`config.mk`:
```
export PLATFORM = sky130hd
export DESIGN_NAME = mem_copy_engine_flat
export DESIGN_NICKNAME = d
export VERILOG_FILES = /design/src/rtl/mem_copy_engine_if.sv /design/src/rtl/mem_copy_engine.sv /design/src/flat_wrapper.sv
export SDC_FILE = /design/constraint.sdc
export NUM_CORES = 1
export LEC_CHECK = 0
export BUFFER_PORTS_ARGS = -buffer_cell sky130_fd_sc_hd__buf_2
export CORE_MARGIN = 2
export CORE_UTILIZATION = 57
export DETAILED_ROUTE_END_ITERATION = 10
export PLACE_DENSITY = 0.79
export SLEW_MARGIN = 20
export SYNTH_ARGS = -nofsm -noshare
export SYNTH_HDL_FRONTEND = slang
export SYNTH_SLANG_ARGS = --single-unit
```
`constraint.sdc`:
```
create_clock -name clk -period 7.4 [get_ports clk]
set_clock_uncertainty 0.2 [all_clocks]
set_input_delay 0.37 -clock clk [delete_from_list [all_inputs] [get_ports clk]]
set_output_delay 0.37 -clock clk [all_outputs]
set_load 0.02 [all_outputs]
```
`src/rtl/mem_copy_engine_if.sv`:
```
// Split read/write memory request bus between the copy engine (master)
// and the memory responder (slave). Request channels carry address, beat
// count and size code; data channels carry one word per beat.
interface mem_copy_engine_if #(
  parameter int AW = 32,
  parameter int DW = 32
);
  // read request channel
  logic          read_request_valid;
  logic          read_request_ready;
  logic [AW-1:0] read_request_addr;
  logic [31:0]   read_len;
  logic [2:0]    read_size;
  // read data channel
  logic [DW-1:0] read_data;
  logic          read_data_valid;
  logic          read_data_ready;
  // write request channel
  logic          write_request_valid;
  logic          write_request_ready;
  logic [AW-1:0] write_request_addr;
  logic [31:0]   write_len;
  logic [2:0]    write_size;
  // write data channel
  logic [DW-1:0] write_data;
  logic          write_data_valid;
  logic          write_data_ready;

  modport master (
    output read_request_valid, read_request_addr, read_len, read_size,
    input  read_request_ready,
    input  read_data, read_data_valid,
    output read_data_ready,
    output write_request_valid, write_request_addr, write_len, write_size,
    input  write_request_ready,
    output write_data, write_data_valid,
    input  write_data_ready
  );

  modport slave (
    input  read_request_valid, read_request_addr, read_len, read_size,
    output read_request_ready,
    output read_data, read_data_valid,
    input  read_data_ready,
    input  write_request_valid, write_request_addr, write_len, write_size,
    output write_request_ready,
    input  write_data, write_data_valid,
    output write_data_ready
  );
endinterface

```
`src/rtl/mem_copy_engine.sv`:
```
// mem_copy_engine: copies len words from src_addr to dst_addr using one read
// request and one write request, streaming read beats through a small FIFO
// into write beats. One transfer at a time.
// Optional feature: define MEM_COPY_CHECKSUM_EN to add a running sum of all
// written words on the checksum port.
module mem_copy_engine #(
  parameter int AXI_AWIDTH = 32,
  parameter int AXI_DWIDTH = 32,
  parameter int FIFO_LOGD  = 3
) (
  input  logic                  clk,
  input  logic                  rst_n,
  input  logic                  start,
  input  logic [AXI_AWIDTH-1:0] src_addr,
  input  logic [AXI_AWIDTH-1:0] dst_addr,
  input  logic [31:0]           len,
  output logic                  busy,
  output logic                  done,
`ifdef MEM_COPY_CHECKSUM_EN
  output logic [AXI_DWIDTH-1:0] checksum,
`endif
  mem_copy_engine_if.master     bus
);

  localparam int DEPTH = 1 << FIFO_LOGD;
  localparam logic [FIFO_LOGD:0]    OCC_FULL  = (FIFO_LOGD+1)'(DEPTH);
  // byte addresses are word aligned by clearing the two low bits
  localparam logic [AXI_AWIDTH-1:0] WORD_MASK = {{(AXI_AWIDTH-2){1'b1}}, 2'b00};

  typedef enum logic [1:0] {IDLE, REQ, XFER, DONE} state_t;

  state_t                  state;
  logic                    busy_q, done_q;
  logic                    rreq_v, wreq_v;
  logic                    rd_req_done, wr_req_done;
  logic [AXI_AWIDTH-1:0]   src_q, dst_q;
  logic [31:0]             len_q;
  logic [31:0]             rd_cnt, wr_cnt;

  logic [AXI_DWIDTH-1:0]   fifo_mem [DEPTH];
  logic [FIFO_LOGD-1:0]    wptr, rptr;
  logic [FIFO_LOGD:0]      occ;

  logic in_xfer, fifo_full, fifo_empty;
  logic rd_ready, push, pop;
  logic rreq_fire, wreq_fire, launch;

  assign in_xfer    = (state == XFER);
  assign fifo_full  = (occ == OCC_FULL);
  assign fifo_empty = (occ == '0);
  // stop accepting read beats once the whole transfer has been read
  assign rd_ready   = in_xfer && !fifo_full && (rd_cnt != len_q);
  assign push       = rd_ready && bus.read_data_valid;
  assign pop        = in_xfer && !fifo_empty && bus.write_data_ready;
  assign rreq_fire  = rreq_v && bus.read_request_ready;
  assign wreq_fire  = wreq_v && bus.write_request_ready;
  assign launch     = (state == IDLE) && start;

  assign busy                    = busy_q;
  assign done                    = done_q;
  assign bus.read_request_valid  = rreq_v;
  assign bus.read_request_addr   = src_q & WORD_MASK;
  assign bus.read_len            = len_q;
  assign bus.read_size           = 3'd2;
  assign bus.read_data_ready     = rd_ready;
  assign bus.write_request_valid = wreq_v;
  assign bus.write_request_addr  = dst_q & WORD_MASK;
  assign bus.write_len           = len_q;
  assign bus.write_size          = 3'd2;
  assign bus.write_data          = fifo_mem[rptr];
  assign bus.write_data_valid    = in_xfer && !fifo_empty;

  // transfer control FSM with registered status and request valids
  always_ff @(posedge clk or negedge rst_n) begin
    if (!rst_n) begin
      state       <= IDLE;
      busy_q      <= 1'b0;
      done_q      <= 1'b0;
      rreq_v      <= 1'b0;
      wreq_v      <= 1'b0;
      rd_req_done <= 1'b0;
      wr_req_done <= 1'b0;
      src_q       <= '0;
      dst_q       <= '0;
      len_q       <= '0;
      rd_cnt      <= '0;
      wr_cnt      <= '0;
    end else begin
      case (state)
        IDLE: begin
          if (start) begin
            busy_q <= 1'b1;
            if (len != '0) begin
              src_q       <= src_addr;
              dst_q       <= dst_addr;
              len_q       <= len;
              rd_cnt      <= '0;
              wr_cnt      <= '0;
              rd_req_done <= 1'b0;
              wr_req_done <= 1'b0;
              rreq_v      <= 1'b1;
              wreq_v      <= 1'b1;
              state       <= REQ;
            end else begin
              // nothing to move: skip both requests
              done_q <= 1'b1;
              state  <= DONE;
            end
          end
        end
        REQ: begin
          if (rreq_fire) begin
            rreq_v      <= 1'b0;
            rd_req_done <= 1'b1;
          end
          if (wreq_fire) begin
            wreq_v      <= 1'b0;
            wr_req_done <= 1'b1;
          end
          if ((rd_req_done || rreq_fire) && (wr_req_done || wreq_fire))
            state <= XFER;
        end
        XFER: begin
          if (push) rd_cnt <= rd_cnt + 32'd1;
          if (pop) begin
            wr_cnt <= wr_cnt + 32'd1;
            if (wr_cnt + 32'd1 == len_q) begin
              done_q <= 1'b1;
              state  <= DONE;
            end
          end
        end
        DONE: begin
          done_q <= 1'b0;
          busy_q <= 1'b0;
          state  <= IDLE;
        end
        default: state <= IDLE;
      endcase
    end
  end

  // FIFO pointers and occupancy; a pop and push in one cycle cancel out
  always_ff @(posedge clk or negedge rst_n) begin
    if (!rst_n) begin
      wptr <= '0;
      rptr <= '0;
      occ  <= '0;
    end else if (launch) begin
      wptr <= '0;
      rptr <= '0;
      occ  <= '0;
    end else begin
      if (push) wptr <= wptr + 1'b1;
      if (pop)  rptr <= rptr + 1'b1;
      case ({push, pop})
        2'b10:   occ <= occ + 1'b1;
        2'b01:   occ <= occ - 1'b1;
        default: occ <= occ;
      endcase
    end
  end

  // FIFO storage; contents are only meaningful below the occupancy count
  always_ff @(posedge clk) begin
    if (push) fifo_mem[wptr] <= bus.read_data;
  end

`ifdef MEM_COPY_CHECKSUM_EN
  // running sum of written words, kept after done until the next launch
  always_ff @(posedge clk or negedge rst_n) begin
    if (!rst_n)      checksum <= '0;
    else if (launch) checksum <= '0;
    else if (pop)    checksum <= checksum + bus.write_data;
  end
`endif

endmodule

```
`src/flat_wrapper.sv`:
```
// flat-port wrapper written by rule: the top's interface ports become plain ports
module mem_copy_engine_flat 
#(
  parameter int AXI_AWIDTH = 32,
  parameter int AXI_DWIDTH = 32,
  parameter int FIFO_LOGD  = 3
)
  (clk, rst_n, start, src_addr, dst_addr, len, busy, done, bus_read_request_valid, bus_read_request_addr, bus_read_len, bus_read_size, bus_read_request_ready, bus_read_data, bus_read_data_valid, bus_read_data_ready, bus_write_request_valid, bus_write_request_addr, bus_write_len, bus_write_size, bus_write_request_ready, bus_write_data, bus_write_data_valid, bus_write_data_ready);
  mem_copy_engine_if #(.AW(32), .DW(32)) bus_i ();
  input  logic clk;
  input  logic rst_n;
  input  logic start;
  input  logic [AXI_AWIDTH-1:0] src_addr;
  input  logic [AXI_AWIDTH-1:0] dst_addr;
  input  logic [31:0] len;
  output logic busy;
  output logic done;
  output wire logic [$bits(bus_i.read_request_valid)-1:0] bus_read_request_valid;
  output wire logic [$bits(bus_i.read_request_addr)-1:0] bus_read_request_addr;
  output wire logic [$bits(bus_i.read_len)-1:0] bus_read_len;
  output wire logic [$bits(bus_i.read_size)-1:0] bus_read_size;
  input wire logic [$bits(bus_i.read_request_ready)-1:0] bus_read_request_ready;
  input wire logic [$bits(bus_i.read_data)-1:0] bus_read_data;
  input wire logic [$bits(bus_i.read_data_valid)-1:0] bus_read_data_valid;
  output wire logic [$bits(bus_i.read_data_ready)-1:0] bus_read_data_ready;
  output wire logic [$bits(bus_i.write_request_valid)-1:0] bus_write_request_valid;
  output wire logic [$bits(bus_i.write_request_addr)-1:0] bus_write_request_addr;
  output wire logic [$bits(bus_i.write_len)-1:0] bus_write_len;
  output wire logic [$bits(bus_i.write_size)-1:0] bus_write_size;
  input wire logic [$bits(bus_i.write_request_ready)-1:0] bus_write_request_ready;
  output wire logic [$bits(bus_i.write_data)-1:0] bus_write_data;
  output wire logic [$bits(bus_i.write_data_valid)-1:0] bus_write_data_valid;
  input wire logic [$bits(bus_i.write_data_ready)-1:0] bus_write_data_ready;
  assign bus_read_request_valid = bus_i.read_request_valid;
  assign bus_read_request_addr = bus_i.read_request_addr;
  assign bus_read_len = bus_i.read_len;
  assign bus_read_size = bus_i.read_size;
  assign bus_i.read_request_ready = bus_read_request_ready;
  assign bus_i.read_data = bus_read_data;
  assign bus_i.read_data_valid = bus_read_data_valid;
  assign bus_read_data_ready = bus_i.read_data_ready;
  assign bus_write_request_valid = bus_i.write_request_valid;
  assign bus_write_request_addr = bus_i.write_request_addr;
  assign bus_write_len = bus_i.write_len;
  assign bus_write_size = bus_i.write_size;
  assign bus_i.write_request_ready = bus_write_request_ready;
  assign bus_write_data = bus_i.write_data;
  assign bus_write_data_valid = bus_i.write_data_valid;
  assign bus_i.write_data_ready = bus_write_data_ready;
  mem_copy_engine #(.AXI_AWIDTH(AXI_AWIDTH), .AXI_DWIDTH(AXI_DWIDTH), .FIFO_LOGD(FIFO_LOGD)) u_core (.clk(clk), .rst_n(rst_n), .start(start), .src_addr(src_addr), .dst_addr(dst_addr), .len(len), .busy(busy), .done(done), .bus(bus_i));
endmodule
```
==> results of run 1 <==
[tightest hold or removal path, cell delays in order]
cell and delay, ns:
buf_2 0.11, nand2_1 0.05, a221o_1 0.18, o311ai_1 0.10
[metrics by stage]
stage                     utilization [%]  instances
after floorplan                         -       1342
after global placement               62.6       1986
after detailed placement             62.6       1986
after CTS                            71.1       2192
after global routing                 71.1       2193
final                                71.1       2193
[state kept, by name, indices dropped and copies added, names as in the netlist, 2 cells and up]
| name | flops |
|---|---|
| u_core.src_q | 30 |
| u_core.bus.read_len | 32 |
| u_core.fifo_mem | 256 |
| u_core.state | 2 |
| u_core.dst_q | 30 |
| u_core.wr_cnt | 32 |
| u_core.rd_cnt | 32 |
| u_core.rptr | 3 |
| u_core.wptr | 3 |
| u_core.occ | 4 |
[per-layer routing]
layer	routed length (um)	global-route usage (%)	vias up
met4	1040	7.03	0
met2	25400	49.2	529
met5	0	0	-
met1	17900	33.4	6422
li1	-	-	5711
met3	3180	4.32	70
[cell usage after synthesis, types with 2 or more instances]
cell type	instances	area share (%)
a2111oi_2	2	0.16
a211oi_1	2	0.078
a211oi_2	2	0.13
a21o_1	12	0.47
a21oi_1	29	0.75
a22o_1	17	0.77
a311oi_1	3	0.14
a31oi_1	4	0.13
and2_1	5	0.16
and3_1	14	0.45
and4_1	8	0.36
buf_1	7	0.14
buf_2	16	0.41
buf_4	45	1.7
buf_6	5	0.29
clkbuf_1	39	0.76
conb_1	2	0.039
dfrtp_1	174	22
edfxtp_1	256	40
ha_1	11	0.71
inv_1	15	0.29
mux2_2	125	7.3
mux2i_1	3	0.16
mux4_2	64	7.4
nand2_1	88	1.7
nand2b_1	6	0.19
nand3_1	36	0.93
nand3b_1	2	0.078
nand4_1	25	0.81
nor2_1	54	1.0
nor2b_1	7	0.23
nor3_1	29	0.75
nor3_2	2	0.10
nor3b_1	3	0.12
nor4_1	25	0.81
nor4b_1	3	0.14
o211ai_1	3	0.12
o21a_1	2	0.078
o21ai_0	39	1.0
o21ai_1	2	0.052
o31ai_1	10	0.39
or3_1	4	0.13
xnor2_1	43	1.9
xor2_1	66	3.0
[logic make-up after synthesis]
logic type                 synth area share (%)
AOI/OAI and AO/OA                          4.70
DFF                                        62.2
adders and majority gates                 0.814
and+or+nand+nor                            8.74
buffers and inverters                      3.70
other                                    0.0388
muxes                                      14.9
xor gates and xnor gates                   4.93
[worst min-delay path by stage]
stage | end | slack, ns | cells past startpoint
6_report | u_core.done | 0.10 | 4
5_1_grt | u_core.busy | 0.12 | 5
4_1_cts | u_core.done | 0.07 | 4
3_5_place_dp | u_core.src_q[12] | 0.29 | 1
3_3_place_gp | u_core.src_q[4] | 0.28 | 1
2_1_floorplan | u_core.bus.read_len[0] | -0.13 | 0
[power by group through the flow]
stage	registers (W)	clock network [W]	logic [W]
global route	0.00255	0.00246	0.000149
CTS	0.00255	0.00238	0.000134
floorplan	0.00260	0	0.0000115
global placement	0.00260	0	0.0000751
finish	0.00255	0.00233	0.000136
detailed placement	0.00260	0	0.0000805
[cell type report]
class / count / area (sq um) / area share [%]
tap: 448 / 561 / 2.36
inverter: 17 / 63.8 / 0.268
multi-input combinational: 782 / 6690 / 28.1
clock inverter: 22 / 347 / 1.46
timing repair buffer: 436 / 2870 / 12.1
clock buffer: 57 / 1200 / 5.04
sequential: 430 / 12000 / 50.7
antenna: 1 / 2.50 / 0.0105
==> metrics, run 1 <==
status complete, no violations; commonest non-fill, non-tap cell in the layout buf_2; Syn Std Cell Area 19,400 sq um; TritonCTS clock tree built; Least-Margin Pin Slew 0.950 ns; CP startpoint kind flip-flop; synthesis-to-finish area growth 22.8%; worst r2r src u_core.state[0]; worst path cell trace inv_1 -> ha_1 -> inv_1 -> a21oi_1 -> nand2_1 -> clkinv_1 -> ha_1 -> ha_1 -> a21o_1 -> a21oi_1 -> xor2_1 -> or3_1 -> a21oi_1; H-Tree Depth 2; Final Setup Violations 0; RSZ-0062 raised after global routing false; Area after DPL 21,000 sq um; FP Rows 67; sw frac 19.9%; die height between 150 and 200 um; warnings from Yosys 0; Total Routed Length 47,600 um; Max-slew headroom ~37%; Final Hold Fails 0; flop2flop setup slack around 3.6 ns; final setup TNS 0 ns; Worst setup endpoint u_core.occ[3]; min Tclk post-route between 3 and 4 ns; Crit. Startpoint u_core.state[0]; Core Box Area 33,400 sq um; Max-cap violations 0; setup ws final 3.62 ns; WP buf/inv 3; fillcell total between 2,000 and 2,500; Cell Int Power 0.00402 W; Lkg Pwr 10.1 nW; Critical Path AT 4.04 ns; share of post-route cells with drive strength above 1 34.2%; fmax 0.265 GHz; Critical Path End Type flip-flop; first-pass GRT wire length 73,800 um; total gr overflow 0; DP HPWL 27,500 um; Sw Pwr around 0.001 W; hold_buf cts 127; ys flop type edfxtp_1; Slew Viols, Final 0; vias in the first global route ~13,000; period utilization 51.1%; Post-synth EDFFs 256; post-route design area 23,800 sq um; IO Count 307; cts repair resizes 0; Crit path max-delay family adder cells; total power 0.00501 W; Post-DRT Antenna Nets 0; Starting DRT DRC Count 926; Initial Util 57.9%; CTS Sinks 430; drt via density 5.81; cell count after synthesis 1,334; slowest CP cell inv_1; Crit Path Category flip-flop to flip-flop; DRC viols 0; Logic pwr share 2.7%; GPL Wtd Cong 0.930; largest net degree at the start of global routing 99; Clock Tree Buf Depth 3; Hold WC Path Type primary input to flip-flop; CTS Buf Count 43; Die X 188 um; postcts setup bufs 0; IO buf count 292; final hold slack 0.104 ns; HP Start start; Avg Cell Area, Syn 14.5 sq um; synth unique cells 69; register area share after synthesis ~62%; initial antenna violation count 1; clock transition at the registers of the reported paths ~0.06 ns; first-pass detailed-route iteration total 5; die area 35,500 sq um; dpl ws 3.68 ns; root buf cell clkbuf_16; number of vias in the routed layout between 10,000 and 15,000; #FFs+latches synth 430; Worst-Skew Late Latency ~0.56 ns; most frequent cells in the layout 291 x buf_2, 256 x edfxtp_1, 172 x dfrtp_1; Tot GR Track Use 26.9%; fin nets around 1,900; Max FO, Critical Path 17; worst vdd ir 0.161 mV; slowest stage delay, CP 0.45 ns; PwrDens 211 nW/um^2; Avg WL per Cell roughly 22 um; clock power share a little under half; R2R depth 13; Async SR Flop Fraction 40.5%; Critical Path Stages 13; reg-to-reg critical path endpoint u_core.occ[3]; Sequential Power Share 50.8%; Critical Path RT 7.66 ns
No activity file was read; power rests on OpenSTA's default activity.
==> inputs of run 2 (changes only) <==
CORE_UTILIZATION = 51   (was 57)
PLACE_DENSITY = 0.75   (was 0.79)
clock period = 3.35 ns   (was 7.4 ns; I/O delays follow)
==> metrics, run 2 (synthesis gave the netlist of run 1 again) <==
GPL Wtd Cong 0.914 (was 0.930); Cell Int Power 0.00858 W (was 0.00402 W); Area after DPL 21,500 sq um (was 21,000 sq um); Sw Pwr 0.00224 W (was 0.000996 W); post-route design area 24,300 sq um (was 23,800 sq um); Lkg Pwr 10.3 nW (was 10.1 nW); largest net degree at the start of global routing 77 (was 99); H-Tree Depth 2 (unchanged); worst path cell trace xor2_1 -> nor4_1 -> nand4_1 -> nor2_1 -> nor3b_2 -> inv_2 -> ha_1 -> ha_1 -> a21o_1 -> a21oi_1 -> xor2_1 -> or3_1 -> a21oi_1 (was inv_1 -> ha_1 -> inv_1 -> a21oi_1 -> nand2_1 -> clkinv_1 -> ha_1 -> ha_1 -> a21o_1 -> a21oi_1 -> xor2_1 -> or3_1 -> a21oi_1); Tot GR Track Use 24.6% (was 26.9%); met2 Resource Use GR 42.1% (was 49.2%); Logic pwr share 2.9% (was 2.7%); TritonCTS clock tree built (unchanged); die height 199 um (was 188 um); Clock Tree Buf Depth 3 (unchanged); Crit Path Category flip-flop to flip-flop (unchanged); Hold WC Path Type primary input to async pin (was primary input to flip-flop); synthesis-to-finish area growth 25.5% (was 22.8%); sw frac 20.7% (was 19.9%); IO buf count 292 (unchanged); Core Box Area 37,500 sq um (was 33,400 sq um); first-pass GRT wire length 74,000 um (was 73,800 um); number of flip-flops in the largest register 256 (unchanged); most frequent cells in the layout 291 x buf_2, 256 x edfxtp_1, 172 x dfrtp_1 (unchanged); Crit path max-delay family simple AND/OR/NAND/NOR gates (was adder cells); Critical Path AT 3.50 ns (was 4.04 ns); failing checks hold timing; flop2flop setup slack 0.15 ns (was 3.62 ns); DRC viols 0 (unchanged); GR peak layer met2 (unchanged); Max-slew headroom 45.1% (was 36.7%); Max-cap violations 0 (unchanged); FP Rows 71 (was 67); fmax 0.313 GHz (was 0.265 GHz); Avg WL per Cell 20.9 um (was 21.7 um); CP startpoint kind flip-flop (unchanged); Critical Path RT 3.65 ns (was 7.66 ns); Critical Path End Type flip-flop (unchanged); Worst-Skew Late Latency 0.59 ns (was 0.56 ns); slowest CP cell dfrtp_1 (was inv_1); CTS Buf Count 45 (was 43); Initial Util 51.6% (was 57.9%); root buf cell clkbuf_16 (unchanged); slowest stage delay, CP 0.52 ns (was 0.45 ns); Placed Instances 2,095 (was 1,986); Slew Viols, Final 0 (unchanged); Final Setup Violations 0 (unchanged); clock power share 45.1% (was 46.5%); Die X 199 um (was 188 um); Least-Margin Pin Slew 0.821 ns (was 0.950 ns); number of vias in the routed layout 12,800 (was 12,700); period utilization 95.4% (was 51.1%); Starting DRT DRC Count 794 (was 926); Sequential Power Share 52.0% (was 50.8%); status finished, violations left (was complete, no violations); die area 39,500 sq um (was 35,500 sq um); CTS Sinks 430 (unchanged); commonest non-fill, non-tap cell in the layout buf_2 (unchanged); initial antenna violation count 1 (unchanged); IO Count 307 (unchanged); final setup TNS 0 ns (unchanged); first-pass detailed-route iteration total 5 (unchanged); clock transition at the registers of the reported paths 0.06 ns (about the same); Final Hold Fails 16 (was 0); Final Non-Filler Cells 2,308 (was 2,193); GR Util met3 4.02% (was 4.32%); min Tclk post-route 3.20 ns (was 3.78 ns); Biggest register u_core.fifo_mem (unchanged); worst vdd ir 0.359 mV (was 0.161 mV); RSZ-0062 raised after global routing false (unchanged); fin nets 1,908 (was 1,857); Max FO, Critical Path 5 (was 17); total gr overflow 0 (unchanged); final hold slack -0.0109 ns (was 0.104 ns); WP buf/inv 1 (was 3); Total Routed Length 48,300 um (was 47,600 um); DP HPWL 28,800 um (was 27,500 um); Post-DRT Antenna Nets 0 (unchanged); share of post-route cells with drive strength above 1 35.3% (was 34.2%); drt via density 5.55 (was 5.81); vias in the first global route 13,100 (about the same); GR Util met1 31.2% (was 33.4%); PwrDens 446 nW/um^2 (was 211 nW/um^2)
-- run 2: cell count changes in the layout (fill, tap and decap cells not counted), sizes merged --
cell	change
clkbuf	+2
inv	+1
buf	+46
clkinv	+4
bufinv	-4
dlygate4sd3	+3
-- run 2: power by group through the flow --
stage	Clock (W)	Sequential [W]	Combinational (W)
6_report	0.00488	0.00563	0.000315
5_1_grt	0.00520	0.00562	0.000345
4_1_cts	0.00498	0.00563	0.000309
3_5_place_dp	0	0.00573	0.000188
3_3_place_gp	0	0.00573	0.000179
2_1_floorplan	0	0.00574	0.0000254
-- run 2: through the flow --
step           utilization [%]  power [W]  worst slack [ns]
4_1_cts                   64.8     0.0109             0.180
5_1_grt                   64.8     0.0112            0.0439
6_report                  64.8     0.0108             0.153
3_5_place_dp              57.4    0.00592             0.223
3_3_place_gp              57.4    0.00591             0.237
2_1_floorplan                -    0.00576            -0.593
-- run 2: worst paths after layout --
path	from	end	cells past startpoint
max	u_core.bus.read_len[23]	u_core.occ[3]	13
min	rst_n	u_core.src_q[31]	2
max reg2reg	u_core.bus.read_len[23]	u_core.occ[3]	13
min reg2reg	u_core.dst_q[19]	u_core.dst_q[19]	1
max in group asynchronous	rst_n	u_core.src_q[5]	3
min in group clk	src_addr[14]	u_core.src_q[14]	3
-- run 2: area by class of cell --
class,count,area [sq um]
Antenna cell,1,2.50
Sequential cell,430,12000
Multi-Input combinational cell,782,6750
Clock buffer,59,1210
Fill cell,2690,13200
Timing Repair Buffer,485,3340
Tap cell,511,639
Inverter,17,63.8
Clock inverter,23,241
-- run 2: worst reg2reg max path: stages, from the launching register on --
cell	delay, ns
dfrtp_1	0.52
xor2_1	0.23
nor4_1	0.28
nand4_1	0.15
nor2_1	0.28
nor3b_2	0.11
inv_2	0.07
ha_1	0.16
ha_1	0.23
a21o_1	0.16
a21oi_1	0.16
xor2_1	0.10
or3_1	0.32
a21oi_1	0.15
-- run 2: timing repair --
action / in CTS / in global routing
hold endpoints to repair: 517 / 0
buffers inserted: 0 / 0
endpoints found under the setup margin: 0 / 1
hold buffers: 130 / 0
gates resized for setup: 0 / 1
-- run 2: per-layer routing --
metal  routed length (um)  vias up
met5                    0        -
met4                 1840        0
met3                 3020      109
met2                24200      478
met1                19200     6410
li1                     -     5822
